## config.mk

```make
export PLATFORM = sky130hd
export DESIGN_NAME = signal_diffuser
export DESIGN_NICKNAME = d
export VERILOG_FILES = /design/src/rtl/signal_diffuser_pkg.sv /design/src/rtl/wb_fifo.sv /design/src/rtl/signal_diffuser.sv
export SDC_FILE = /design/constraint.sdc
export NUM_CORES = 1
export LEC_CHECK = 0
export CAP_MARGIN = 20
export CORE_MARGIN = 4
export CORE_UTILIZATION = 30
export CTS_BUF_LIST = sky130_fd_sc_hd__clkbuf_8
export DETAILED_ROUTE_END_ITERATION = 16
export PLACE_DENSITY = 0.48
export SETUP_SLACK_MARGIN = 0.5
export SLEW_MARGIN = 20
export SYNTH_ARGS = -nofsm -noshare
export SYNTH_HDL_FRONTEND = slang
export SYNTH_SLANG_ARGS = --single-unit
```

## constraint.sdc

```tcl
create_clock -name Clk -period 14.9 [get_ports Clk]
set_clock_uncertainty 0.1 [all_clocks]
set_input_delay 1.49 -clock Clk [delete_from_list [all_inputs] [get_ports Clk]]
set_output_delay 1.49 -clock Clk [all_outputs]
set_load 0.01 [all_outputs]
```

## src/rtl/signal_diffuser_pkg.sv

```systemverilog
`default_nettype none
// +----------------------------------------------------------------------------+
// | signal_diffuser_pkg                                                         |
// | Shared grid geometry, signal width and write-back entry type for the       |
// | signal diffuser and its write-back FIFO.                                    |
// | Contents: SIGNAL_bits, X_bits, Y_bits, PIXELS_X, PIXELS_Y, wb_entry_t,      |
// |           neighbour direction indices, nbr_valid_mask() helper.            |
// | Revision: 1.0 - initial release                                             |
// +----------------------------------------------------------------------------+
package signal_diffuser_pkg;

   localparam int SIGNAL_bits = 6;
   localparam int X_bits      = 5;
   localparam int Y_bits      = 4;
   localparam int PIXELS_X    = 20;
   localparam int PIXELS_Y    = 12;

   localparam logic [SIGNAL_bits-1:0] SIGNAL_MAX = '1;

   // Neighbour numbering: 0 = up, then clockwise, 7 = up-left.
   localparam int NB_UP         = 0;
   localparam int NB_UP_RIGHT   = 1;
   localparam int NB_RIGHT      = 2;
   localparam int NB_DOWN_RIGHT = 3;
   localparam int NB_DOWN       = 4;
   localparam int NB_DOWN_LEFT  = 5;
   localparam int NB_LEFT       = 6;
   localparam int NB_UP_LEFT    = 7;

   typedef struct packed {
      logic [X_bits-1:0]      x;
      logic [Y_bits-1:0]      y;
      logic [SIGNAL_bits-1:0] signal;
   } wb_entry_t;

   // One bit per neighbour; cleared where the neighbour lies off the grid.
   function automatic logic [7:0] nbr_valid_mask(input logic [X_bits-1:0] x,
                                                 input logic [Y_bits-1:0] y);
      logic [7:0] mask;
      mask = 8'hFF;
      if (y == '0) begin
         mask[NB_UP]      = 1'b0;
         mask[NB_UP_RIGHT] = 1'b0;
         mask[NB_UP_LEFT] = 1'b0;
      end
      if (y == Y_bits'(PIXELS_Y - 1)) begin
         mask[NB_DOWN_RIGHT] = 1'b0;
         mask[NB_DOWN]       = 1'b0;
         mask[NB_DOWN_LEFT]  = 1'b0;
      end
      if (x == '0) begin
         mask[NB_DOWN_LEFT] = 1'b0;
         mask[NB_LEFT]      = 1'b0;
         mask[NB_UP_LEFT]   = 1'b0;
      end
      if (x == X_bits'(PIXELS_X - 1)) begin
         mask[NB_UP_RIGHT]   = 1'b0;
         mask[NB_RIGHT]      = 1'b0;
         mask[NB_DOWN_RIGHT] = 1'b0;
      end
      return mask;
   endfunction

endpackage
`default_nettype wire

```

## src/rtl/wb_fifo.sv

```systemverilog
`default_nettype none
// +----------------------------------------------------------------------------+
// | wb_fifo                                                                     |
// | Write-back buffer between the diffuser pipeline and grid memory.           |
// | Ports: clk, rst (async, active high), push/push_data (new result),         |
// |        pop (consumer accepted head), valid/head (current head entry),     |
// |        overflow (sticky, a push was dropped because the buffer was full). |
// | A simultaneous push and pop is always accepted, even when full.            |
// | Revision: 1.0 - initial release                                             |
// +----------------------------------------------------------------------------+
module wb_fifo
   import signal_diffuser_pkg::*;
#(
   parameter int  DEPTH   = 4,
   parameter type entry_t = wb_entry_t
) (
   input  logic   clk,
   input  logic   rst,
   input  logic   push,
   input  entry_t push_data,
   input  logic   pop,
   output logic   valid,
   output entry_t head,
   output logic   overflow
);

   localparam int PTR_W = (DEPTH > 1) ? $clog2(DEPTH) : 1;
   localparam int CNT_W = $clog2(DEPTH + 1);

   entry_t             mem [DEPTH];
   logic [PTR_W-1:0]   wr_ptr;
   logic [PTR_W-1:0]   rd_ptr;
   logic [CNT_W-1:0]   count;
   logic               is_full;
   logic               is_empty;
   logic               do_pop;
   logic               do_push;

   assign is_full  = (count == CNT_W'(DEPTH));
   assign is_empty = (count == '0);
   // Pop is qualified by non-empty so an ack while empty is ignored.
   assign do_pop   = pop & ~is_empty;
   // A full buffer still accepts a push when the head leaves on the same edge.
   assign do_push  = push & (~is_full | do_pop);

   always_ff @(posedge clk or posedge rst) begin
      if (rst) begin
         wr_ptr   <= '0;
         rd_ptr   <= '0;
         count    <= '0;
         overflow <= 1'b0;
      end else begin
         if (do_push) wr_ptr <= wr_ptr + PTR_W'(1);
         if (do_pop)  rd_ptr <= rd_ptr + PTR_W'(1);
         if (do_push && !do_pop)      count <= count + CNT_W'(1);
         else if (do_pop && !do_push) count <= count - CNT_W'(1);
         if (push && !do_push) overflow <= 1'b1;
      end
   end

   // Storage needs no reset: the head output is masked while empty.
   always_ff @(posedge clk) begin
      if (do_push) mem[wr_ptr] <= push_data;
   end

   always_comb begin
      valid = ~is_empty;
      head  = is_empty ? entry_t'('0) : mem[rd_ptr];
   end

endmodule
`default_nettype wire

```

## src/rtl/signal_diffuser.sv

```systemverilog
`default_nettype none
// +----------------------------------------------------------------------------+
// | signal_diffuser                                                             |
// | Three-stage diffusion/evaporation pipeline for one grid cell per newLoc,  |
// | feeding a write-back FIFO toward grid memory.                               |
// | Ports: Clk, RESET_SIM (async, active high), RUN, newLoc, writeLoc_X/Y,     |
// |        surrounding_signals, curSignal, curSugar (cell inputs);            |
// |        wr_req/wr_X/wr_Y/wr_signal/wr_ack (write-back handshake);          |
// |        overflow (sticky result-dropped flag).                             |
// | Stage 1 captures, stage 2 sums valid neighbours, stage 3 computes the new |
// | value; the result enters the FIFO on the following edge.                  |
// | Revision: 1.0 - initial release                                             |
// +----------------------------------------------------------------------------+
module signal_diffuser
   import signal_diffuser_pkg::*;
#(
   parameter int DIFF_SHIFT  = 2,
   parameter int DECAY_SHIFT = 5,
   parameter int FIFO_DEPTH  = 4
) (
   input  logic                        Clk,
   input  logic                        RESET_SIM,
   input  logic                        RUN,
   input  logic                        newLoc,
   input  logic [X_bits-1:0]           writeLoc_X,
   input  logic [Y_bits-1:0]           writeLoc_Y,
   input  logic [7:0][SIGNAL_bits-1:0] surrounding_signals,
   input  logic [SIGNAL_bits-1:0]      curSignal,
   input  logic                        curSugar,
   output logic                        wr_req,
   output logic [X_bits-1:0]           wr_X,
   output logic [Y_bits-1:0]           wr_Y,
   output logic [SIGNAL_bits-1:0]      wr_signal,
   input  logic                        wr_ack,
   output logic                        overflow
);

   localparam int SUM_W = SIGNAL_bits + 3;
   localparam int D_W   = SIGNAL_bits + 2;
   localparam int T_W   = SIGNAL_bits + 3;

   // Stage 1: captured cell
   logic                        v1;
   logic [X_bits-1:0]           x1;
   logic [Y_bits-1:0]           y1;
   logic [7:0][SIGNAL_bits-1:0] nb1;
   logic [SIGNAL_bits-1:0]      cur1;
   logic                        sugar1;

   // Stage 2: neighbour sum
   logic                        v2;
   logic [X_bits-1:0]           x2;
   logic [Y_bits-1:0]           y2;
   logic [SUM_W-1:0]            sum2;
   logic [SIGNAL_bits-1:0]      cur2;
   logic                        sugar2;

   // Stage 3: result
   logic                        v3;
   logic [X_bits-1:0]           x3;
   logic [Y_bits-1:0]           y3;
   logic [SIGNAL_bits-1:0]      res3;

   logic                        capture;
   logic [7:0]                  nb_mask;
   logic [SUM_W-1:0]            sum_c;
   logic [SIGNAL_bits-1:0]      avg;
   logic signed [D_W-1:0]       d;
   logic signed [D_W-1:0]       d_sh;
   logic signed [T_W-1:0]       t;
   logic signed [T_W-1:0]       n;
   logic [SIGNAL_bits-1:0]      n_clamped;
   wb_entry_t                   push_entry;
   wb_entry_t                   head_entry;

   assign capture = newLoc & RUN;

   always_ff @(posedge Clk or posedge RESET_SIM) begin
      if (RESET_SIM) begin
         v1     <= 1'b0;
         x1     <= '0;
         y1     <= '0;
         nb1    <= '0;
         cur1   <= '0;
         sugar1 <= 1'b0;
      end else begin
         v1 <= capture;
         if (capture) begin
            x1     <= writeLoc_X;
            y1     <= writeLoc_Y;
            nb1    <= surrounding_signals;
            cur1   <= curSignal;
            sugar1 <= curSugar;
         end
      end
   end

   // Off-grid neighbours are masked using the captured position only.
   always_comb begin
      nb_mask = nbr_valid_mask(x1, y1);
      sum_c   = '0;
      for (int i = 0; i < 8; i++) begin
         if (nb_mask[i]) sum_c = sum_c + SUM_W'(nb1[i]);
      end
   end

   always_ff @(posedge Clk or posedge RESET_SIM) begin
      if (RESET_SIM) begin
         v2     <= 1'b0;
         x2     <= '0;
         y2     <= '0;
         sum2   <= '0;
         cur2   <= '0;
         sugar2 <= 1'b0;
      end else begin
         v2     <= v1;
         x2     <= x1;
         y2     <= y1;
         sum2   <= sum_c;
         cur2   <= cur1;
         sugar2 <= sugar1;
      end
   end

   // avg of eight neighbours; the headroom of T_W keeps every intermediate
   // exact so clamping sees the true sign and magnitude.
   always_comb begin
      avg  = SIGNAL_bits'(sum2 >> 3);
      d    = $signed({2'b00, avg}) - $signed({2'b00, cur2});
      d_sh = d >>> DIFF_SHIFT;
      t    = $signed({3'b000, cur2}) + $signed({d_sh[D_W-1], d_sh});
      n    = t - (t >>> DECAY_SHIFT);
      if (n[T_W-1])
         n_clamped = '0;
      else if (|n[T_W-2:SIGNAL_bits])
         n_clamped = SIGNAL_MAX;
      else
         n_clamped = n[SIGNAL_bits-1:0];
   end

   always_ff @(posedge Clk or posedge RESET_SIM) begin
      if (RESET_SIM) begin
         v3   <= 1'b0;
         x3   <= '0;
         y3   <= '0;
         res3 <= '0;
      end else begin
         v3   <= v2;
         x3   <= x2;
         y3   <= y2;
         res3 <= sugar2 ? SIGNAL_MAX : n_clamped;
      end
   end

   always_comb begin
      push_entry.x      = x3;
      push_entry.y      = y3;
      push_entry.signal = res3;
   end

   wb_fifo #(
      .DEPTH   (FIFO_DEPTH),
      .entry_t (wb_entry_t)
   ) u_wb_fifo (
      .clk       (Clk),
      .rst       (RESET_SIM),
      .push      (v3),
      .push_data (push_entry),
      .pop       (wr_ack),
      .valid     (wr_req),
      .head      (head_entry),
      .overflow  (overflow)
   );

   assign wr_X      = head_entry.x;
   assign wr_Y      = head_entry.y;
   assign wr_signal = head_entry.signal;

endmodule
`default_nettype wire

```

==> summary.log, run 1 <==
[drt] sum of routed wire length over all layers 19700 µm
[synth] netlist area before placement 0.00940 mm²
[cts] clock buffers created by TritonCTS 17
[finish] total area of sequential cells 0.00461 mm²
[finish] area grow syn2layout 18.2%
[hold_path] Hold Path Class reg2reg
[critical_path] required time worst endpoint 15.13 ns
[grt] vias in the first global route 6191
[synth] top-area cell type share of the netlist area 0.298
[critical_path] Critical path origin y1[0]
[grt] total global routing track utilization 0.121
[place] gp weighted congestion 0.801
[hold_path] number of instances on the worst hold path 0
[drt] average wire per standard cell 15.5 µm
[cts] postcts setup bufs 0
[sta] total setup violations reported at the end of the flow 0
[sta] final cycle utilization of the critical path 0.573
[synth] simple-gate share of the synthesized area 0.0970
[cts] Clock transition at path regs 0.11 ns
[synth] largest area contributor in the synthesized netlist sky130_fd_sc_hd__dfrtp_1
[finish] Fill cells 3099
[die] chip height 185 µm
[grt] remaining global-route overflow 0
[finish] fraction of final layout cells sized beyond drive strength 1 0.154
[sta] FMAX 0.117 GHz
[synth] number of register bits inferred by synthesis 172
[synth] top post-synthesis cells by count 112 x sky130_fd_sc_hd__dfrtp_1, 65 x sky130_fd_sc_hd__ha_1, 65 x sky130_fd_sc_hd__mux2_2
[cts] CTS HTree Levels 4
[drt] total iterations of the first detailed-routing run 4
[cts] Longest Clk Path Bufs 2
[die] Die Footprint 0.0342 mm²
[critical_path] end point of the critical path sum2[8]
[drt] vias post-DR 5970
[drt] Vias/cell 4.68
[critical_path] CP arrival 8.76 ns
[sta] transition time of the tightest slew-check pin 0.854 ns
[critical_path] family with the most delay on the worst path compound AO/OA/AOI/OAI gates
[critical_path] register-to-register path setup slack 6.37 ns
[critical_path] type of element capturing the critical path flop
[cts] clock sink total 172
[synth] nets in the synthesized netlist 922
[cts] CTS resizes 0
[die] Core Footprint 0.0307 mm²
[synth] multiplexer share of the synthesized area 0.116
[critical_path] startpoint kind of the worst setup timing path flop
[sta] TNS Setup 0 ns
[sta] hold violation total from the final report 0
[place] Port Buffers 85
[critical_path] Max FO, Critical Path 7
[cts] CTS tree done
[critical_path] start-to-end type of the worst setup path reg2reg
[job] count of maximum capacitance violations 0
[synth] xor and xnor area share after synthesis 0.0491
[synth] top cells by area, synth sky130_fd_sc_hd__dfrtp_1 30%, sky130_fd_sc_hd__edfxtp_1 19%, sky130_fd_sc_hd__ha_1 8.6%, sky130_fd_sc_hd__mux2_2 7.8%, sky130_fd_sc_hd__mux4_2 3.6%
[synth] most common cell in the netlist sky130_fd_sc_hd__dfrtp_1
[grt] wire length of the first global-routing pass 32700 µm
[die] Die X 185 µm
[sta] worst-case hold slack 0.231 ns
[synth] post-synthesis share of cell area spent on full adders, half adders and majority gates 0.106
[critical_path] critical path buffer and inverter count 2
[synth] synthesized netlist cell count 779
[cts] insertion delay of the later-clocked pin in the worst-skew pair 0.46 ns
[critical_path] Worst R2R End sum2[8]
[die] starting utilization of the core area 0.306
[drt] Final ANT Viol Nets 0
[critical_path] delay of the slowest critical-path stage 0.64 ns
[synth] EDFF count, synth 60
[die] num rows 64
[finish] area taken by multi-input logic gates 0.00457 mm²
[cts] Root Buffer Master sky130_fd_sc_hd__clkbuf_8
[grt] number of antenna violations at the first check in global routing 0
[drt] initial detailed-routing violation count 275
[synth] largest family of logic cells by synthesized area compound AO/OA/AOI/OAI gates
[grt] pin count of the biggest net entering global routing 66
[synth] synthesized area per cell 12.1 µm²
[synth] Post-synth top flop sky130_fd_sc_hd__dfrtp_1
[finish] Final Net Count 1009
[cts] Hold Buf Count CTS 0
[critical_path] critical path depth 36
[place] detailed placer's ending HPWL 14700 µm
[run_status] status finished clean
[sta] max-slew headroom at the worst pin 0.431
[synth] Yosys warnings 0
[critical_path] Critical Path Slowest Stage Cell sky130_fd_sc_hd__or4_1
[drt] DR DRC count 0
[synth] library cells used by synthesis 65
[synth] part of the Yosys area used for sequential elements 0.490
[critical_path] most frequent cell on the critical path sky130_fd_sc_hd__ha_1
[synth] FFs w/ async S/R, synth 0.651
[finish] antenna cells 0
[sta] unrepaired setup endpoints after global routing no
[critical_path] startpoint of the most critical register-to-register path y1[0]
[sta] final count of pins violating max slew 0
[critical_path] R2R cell count 36
[sta] time the final worst path needs with I/O delays and setup 8.53 ns
[die] I/O Pins 86
[synth] post-synthesis compound-gate area fraction 0.118
==> logic make-up after synthesis <==
group / after synthesis
buffers and inverters: 61
adder cells (fa/ha/maj): 74
flip-flops: 172
multiplexers: 82
AND/OR/NAND/NOR: 182
XOR/XNOR: 47
AO/OA/AOI/OAI: 161
==> metrics by stage <==
step           instances  area [µm²]  utilization  worst slack [ns]
4_1_cts             1275       11100        0.361              6.34
2_1_floorplan        779        9400            -              7.34
3_3_place_gp        1243       10700        0.348              6.32
6_report            1275       11100        0.361              6.37
5_1_grt             1275       11100        0.361              5.65
3_5_place_dp        1243       10700        0.348              6.40
==> placed cells by master (no fill, tap or decap), drive strengths merged, types with 13 or more instances in the layout <==
cell           Yosys  final
mux4              15     15
mux2              65     65
dfrtp            112    112
and2              23     23
o21ai             37     37
nand2             41     41
ha                65     65
xnor2             27     27
nor2              56     56
clkdlybuf4s50      0     85
clkbuf            12     17
a21oi             41     41
nor2b             13     13
inv               40     48
xor2              17     17
edfxtp            60     60
==> sequential cells by signal (all words and copies together) (netlist names), 2 cells and up <==
register and count:
cur1 6, y2 4, y1 4, u_wb_fifo.rd_ptr 2, u_wb_fifo.mem 60, x1 5
sum2 6, u_wb_fifo.wr_ptr 2, x2 5, cur2 6, nb1 48, res3 6
u_wb_fifo.count 3, y3 4, x3 5
==> per-layer routing <==
metal	up-vias	part of all wire	track usage	routed length, µm
li1	3015	-	-	-
met1	2852	0.49	0.168	9610
met2	88	0.47	0.195	9300
met3	15	0.030	0.0212	591
met4	0	0.011	0.0326	224
met5	-	0	0	0
==> cell type report <==
type | instances | share of cell area
Inverter | 40 | 0.0137
Timing Repair Buffer | 89 | 0.0793
Clock buffer | 17 | 0.0211
Sequential cell | 172 | 0.414
Tap cell | 396 | 0.0446
Clock inverter | 15 | 0.0153
Multi-Input combinational cell | 546 | 0.412
==> how the worst min path moves through the flow <==
stage,from,end,slack [ns]
final,y2[3],y3[3],0.23
after global routing,y2[3],y3[3],0.25
after CTS,y2[3],y3[3],0.24
after detailed placement,x2[2],x3[2],0.23
after global placement,x2[2],x3[2],0.23
after floorplan,v1,v2,0.23
Power of run 1 is not shown: default switching activity piles up to over one toggle a cycle in this logic, so the estimate is an artifact.
==> inputs of run 2 (changes only) <==
PLACE_DENSITY = 0.5   (was 0.48)
clock period = 7.2 ns   (was 14.9 ns; I/O delays follow)
==> run 2 against run 1 <==
  * The run now ends with setup timing left
  * Register-to-register slack lost 6.8 ns
  * Final area increased by 12%
  * Sequential share of layout area is 4.3 points lower
  * Critical path depth stayed put
  * Final cell count increased by 8.7%
  * Global-route usage up 0.47 points
  * Highest routed layer unchanged
==> summary.log, run 2 (synthesis results as in run 1) <==
[run_status] status complete, but fails checks [was finished clean]
[run_status] violated checks setup timing
[finish] fraction of final layout cells sized beyond drive strength 1 0.324 [was 0.154]
[place] minimum setup slack after placement -0.442 ns [was 6.40 ns]
[drt] initial detailed-routing violation count 259 [was 275]
[die] I/O Pins 86 [unchanged]
[critical_path] Critical Path Slowest Stage Cell sky130_fd_sc_hd__fa_2 [was sky130_fd_sc_hd__or4_1]
[sta] FMAX 0.132 GHz [was 0.117 GHz]
[drt] average wire per standard cell 15.1 µm [was 15.5 µm]
[die] Die Footprint 0.0342 mm² [unchanged]
[critical_path] Max FO, Critical Path 4 [was 7]
[drt] vias post-DR 6481 [was 5970]
[cts] clock buffers created by TritonCTS 17 [unchanged]
[grt] global routing met1 resource utilization 0.166 [was 0.168]
[grt] remaining global-route overflow 0 [unchanged]
[critical_path] delay of the slowest critical-path stage 0.49 ns [was 0.64 ns]
[sta] final count of pins violating max slew 0 [unchanged]
[sta] max-slew headroom at the worst pin 0.395 [was 0.431]
[finish] leading cell type in the layout, fill and taps excluded sky130_fd_sc_hd__dfrtp_1 [unchanged]
[critical_path] register-to-register path setup slack -0.39 ns [was 6.37 ns]
[finish] commonest cells after routing, fill and taps aside 110 x sky130_fd_sc_hd__dfrtp_1, 109 x sky130_fd_sc_hd__buf_4, 85 x sky130_fd_sc_hd__clkdlybuf4s50_1 [was 111 x sky130_fd_sc_hd__dfrtp_1, 85 x sky130_fd_sc_hd__clkdlybuf4s50_1, 65 x sky130_fd_sc_hd__mux2_2, 65 x sky130_fd_sc_hd__ha_1, 60 x sky130_fd_sc_hd__edfxtp_1]
[sta] unrepaired setup endpoints after global routing yes [was no]
[drt] DR DRC count 0 [unchanged]
[die] chip height 185 µm [unchanged]
[cts] CTS tree done [unchanged]
[critical_path] start-to-end type of the worst setup path reg2reg [unchanged]
[job] count of maximum capacitance violations 0 [unchanged]
[grt] total global routing track utilization 0.125 [was 0.121]
[cts] clock sink total 172 [unchanged]
[critical_path] startpoint kind of the worst setup timing path flop [unchanged]
[grt] most congested layer reported by global routing met2 [unchanged]
[grt] met3 capacity usage during global routing 0.0251 [was 0.0212]
[die] starting utilization of the core area 0.306 [unchanged]
[finish] top register by number of flip-flops u_wb_fifo.mem [unchanged]
[die] Die X 185 µm [unchanged]
[grt] GR Util met2 0.214 [was 0.195]
[cts] insertion delay of the later-clocked pin in the worst-skew pair 0.46 ns [about the same]
[finish] antenna cells 0 [unchanged]
[cts] CTS HTree Levels 4 [unchanged]
[die] Core Footprint 0.0307 mm² [unchanged]
[critical_path] Critical path origin y1[3] [was y1[0]]
[sta] transition time of the tightest slew-check pin 0.907 ns [was 0.854 ns]
[place] detailed placer's ending HPWL 15500 µm [was 14700 µm]
[grt] number of antenna violations at the first check in global routing 0 [unchanged]
[drt] Final ANT Viol Nets 0 [unchanged]
[finish] area taken by multi-input logic gates 0.00505 mm² [was 0.00457 mm²]
[die] num rows 64 [unchanged]
[critical_path] Worst R2R End sum2[8] [unchanged]
[finish] end-of-flow core utilization 0.403 [was 0.361]
[critical_path] end point of the critical path sum2[8] [unchanged]
[sta] total setup violations reported at the end of the flow 3 [was 0]
[finish] Final Net Count 1120 [was 1009]
[critical_path] CP arrival 7.88 ns [was 8.76 ns]
[grt] pin count of the biggest net entering global routing 70 [was 66]
[sta] final cycle utilization of the critical path 1.05 [was 0.573]
[finish] Regs by FF count u_wb_fifo.mem x60, nb1 x48 [unchanged]
[drt] sum of routed wire length over all layers 20900 µm [was 19700 µm]
[grt] vias in the first global route 6830 [was 6191]
[critical_path] R2R cell count 36 [unchanged]
[critical_path] startpoint of the most critical register-to-register path y1[3] [was y1[0]]
[grt] wire length of the first global-routing pass 34300 µm [was 32700 µm]
[sta] TNS Setup -0.744 ns [was 0 ns]
[drt] Vias/cell 4.68 [about the same]
[cts] Root Buffer Master sky130_fd_sc_hd__clkbuf_8 [unchanged]
[finish] Fill cells 3003 [was 3099]
[sta] time the final worst path needs with I/O delays and setup 7.59 ns [was 8.53 ns]
[critical_path] required time worst endpoint 7.49 ns [was 15.13 ns]
[critical_path] type of element capturing the critical path flop [unchanged]
[cts] Longest Clk Path Bufs 2 [unchanged]
[finish] total area of sequential cells 0.00461 mm² [about the same]
[finish] area grow syn2layout 31.9% [was 18.2%]
[sta] hold violation total from the final report 0 [unchanged]
[sta] worst-case setup margin in the final layout -0.390 ns [was 6.37 ns]
[drt] total iterations of the first detailed-routing run 6 [was 4]
[sta] worst-case hold slack 0.250 ns [was 0.231 ns]
[cts] Clock transition at path regs 0.10 ns [was 0.11 ns]
[finish] number of flip-flops in the largest register 60 [unchanged]
[place] Port Buffers 85 [unchanged]
[hold_path] Hold Path Class reg2reg [unchanged]
[place] gp weighted congestion 0.772 [was 0.801]
==> run 2: changes by cell type in the layout (fill, tap and decap cells not counted), sizes merged <==
cell    previous run  this run
buf                4       115
bufinv             1         0
inv               48        49
==> run 2: critical path: cells and delay by family, from the launching register on <==
kind	cells	cell delay [ns]
buffers and inverters	5	0.60
adders and majority gates	7	2.44
muxes	1	0.29
and+or+nand+nor	4	0.32
DFF	1	0.44
AOI/OAI and AO/OA	18	3.19
xor gates and xnor gates	1	0.16
==> run 2: how the worst min path moves through the flow <==
stage / from / endpoint / slack, ns / cells past startpoint
3_3_place_gp: v1 / v2 / 0.23 / 0
2_1_floorplan: v1 / v2 / 0.23 / 0
5_1_grt: x2[1] / x3[1] / 0.26 / 0
6_report: y2[3] / y3[3] / 0.25 / 0
4_1_cts: y2[3] / y3[3] / 0.25 / 0
3_5_place_dp: y2[0] / y3[0] / 0.23 / 0
==> run 2: area by class of cell <==
class,instances,area share
clock buffers,17,0.0189
inverters,40,0.0123
multi-input cells,546,0.407
repair buffers,200,0.140
flip-flops and latches,172,0.372
well taps,396,0.0400
clock inverters,15,0.0102
==> run 2: through the flow <==
step / std cells / instance area, µm²
2_1_floorplan: 779 / 9540
3_3_place_gp: 1326 / 11500
3_5_place_dp: 1326 / 11500
4_1_cts: 1373 / 12100
5_1_grt: 1386 / 12400
6_report: 1386 / 12400
==> run 2: layer usage <==
layer	routed length, µm	share of wire
met1	10000	0.48
met4	174	0.0083
met5	0	0
met2	10200	0.49
met3	559	0.027
==> run 2: what timing repair did <==
action                     4_1_cts  5_1_grt
resized for setup               31       40
setup endpoints to repair        6        6
buffers inserted                15       13
hold buffers                     0        0
pin swaps                       34       43
Power of run 2 is left out for the same reason.
==> inputs of run 3 (changes only) <==
==> constraint.sdc (replaced) <==
create_clock -name Clk -period 7.2 [get_ports Clk]
set_clock_uncertainty 0.1 [all_clocks]
set_input_delay 1.08 -clock Clk [delete_from_list [all_inputs] [get_ports Clk]]
set_output_delay 1.08 -clock Clk [all_outputs]
set_load 0.01 [all_outputs]
==> results of run 3 <==
Same layout as run 2 (identical final DEF). Status: complete, but fails checks: setup timing.
Power of run 3 is left out for the same reason.
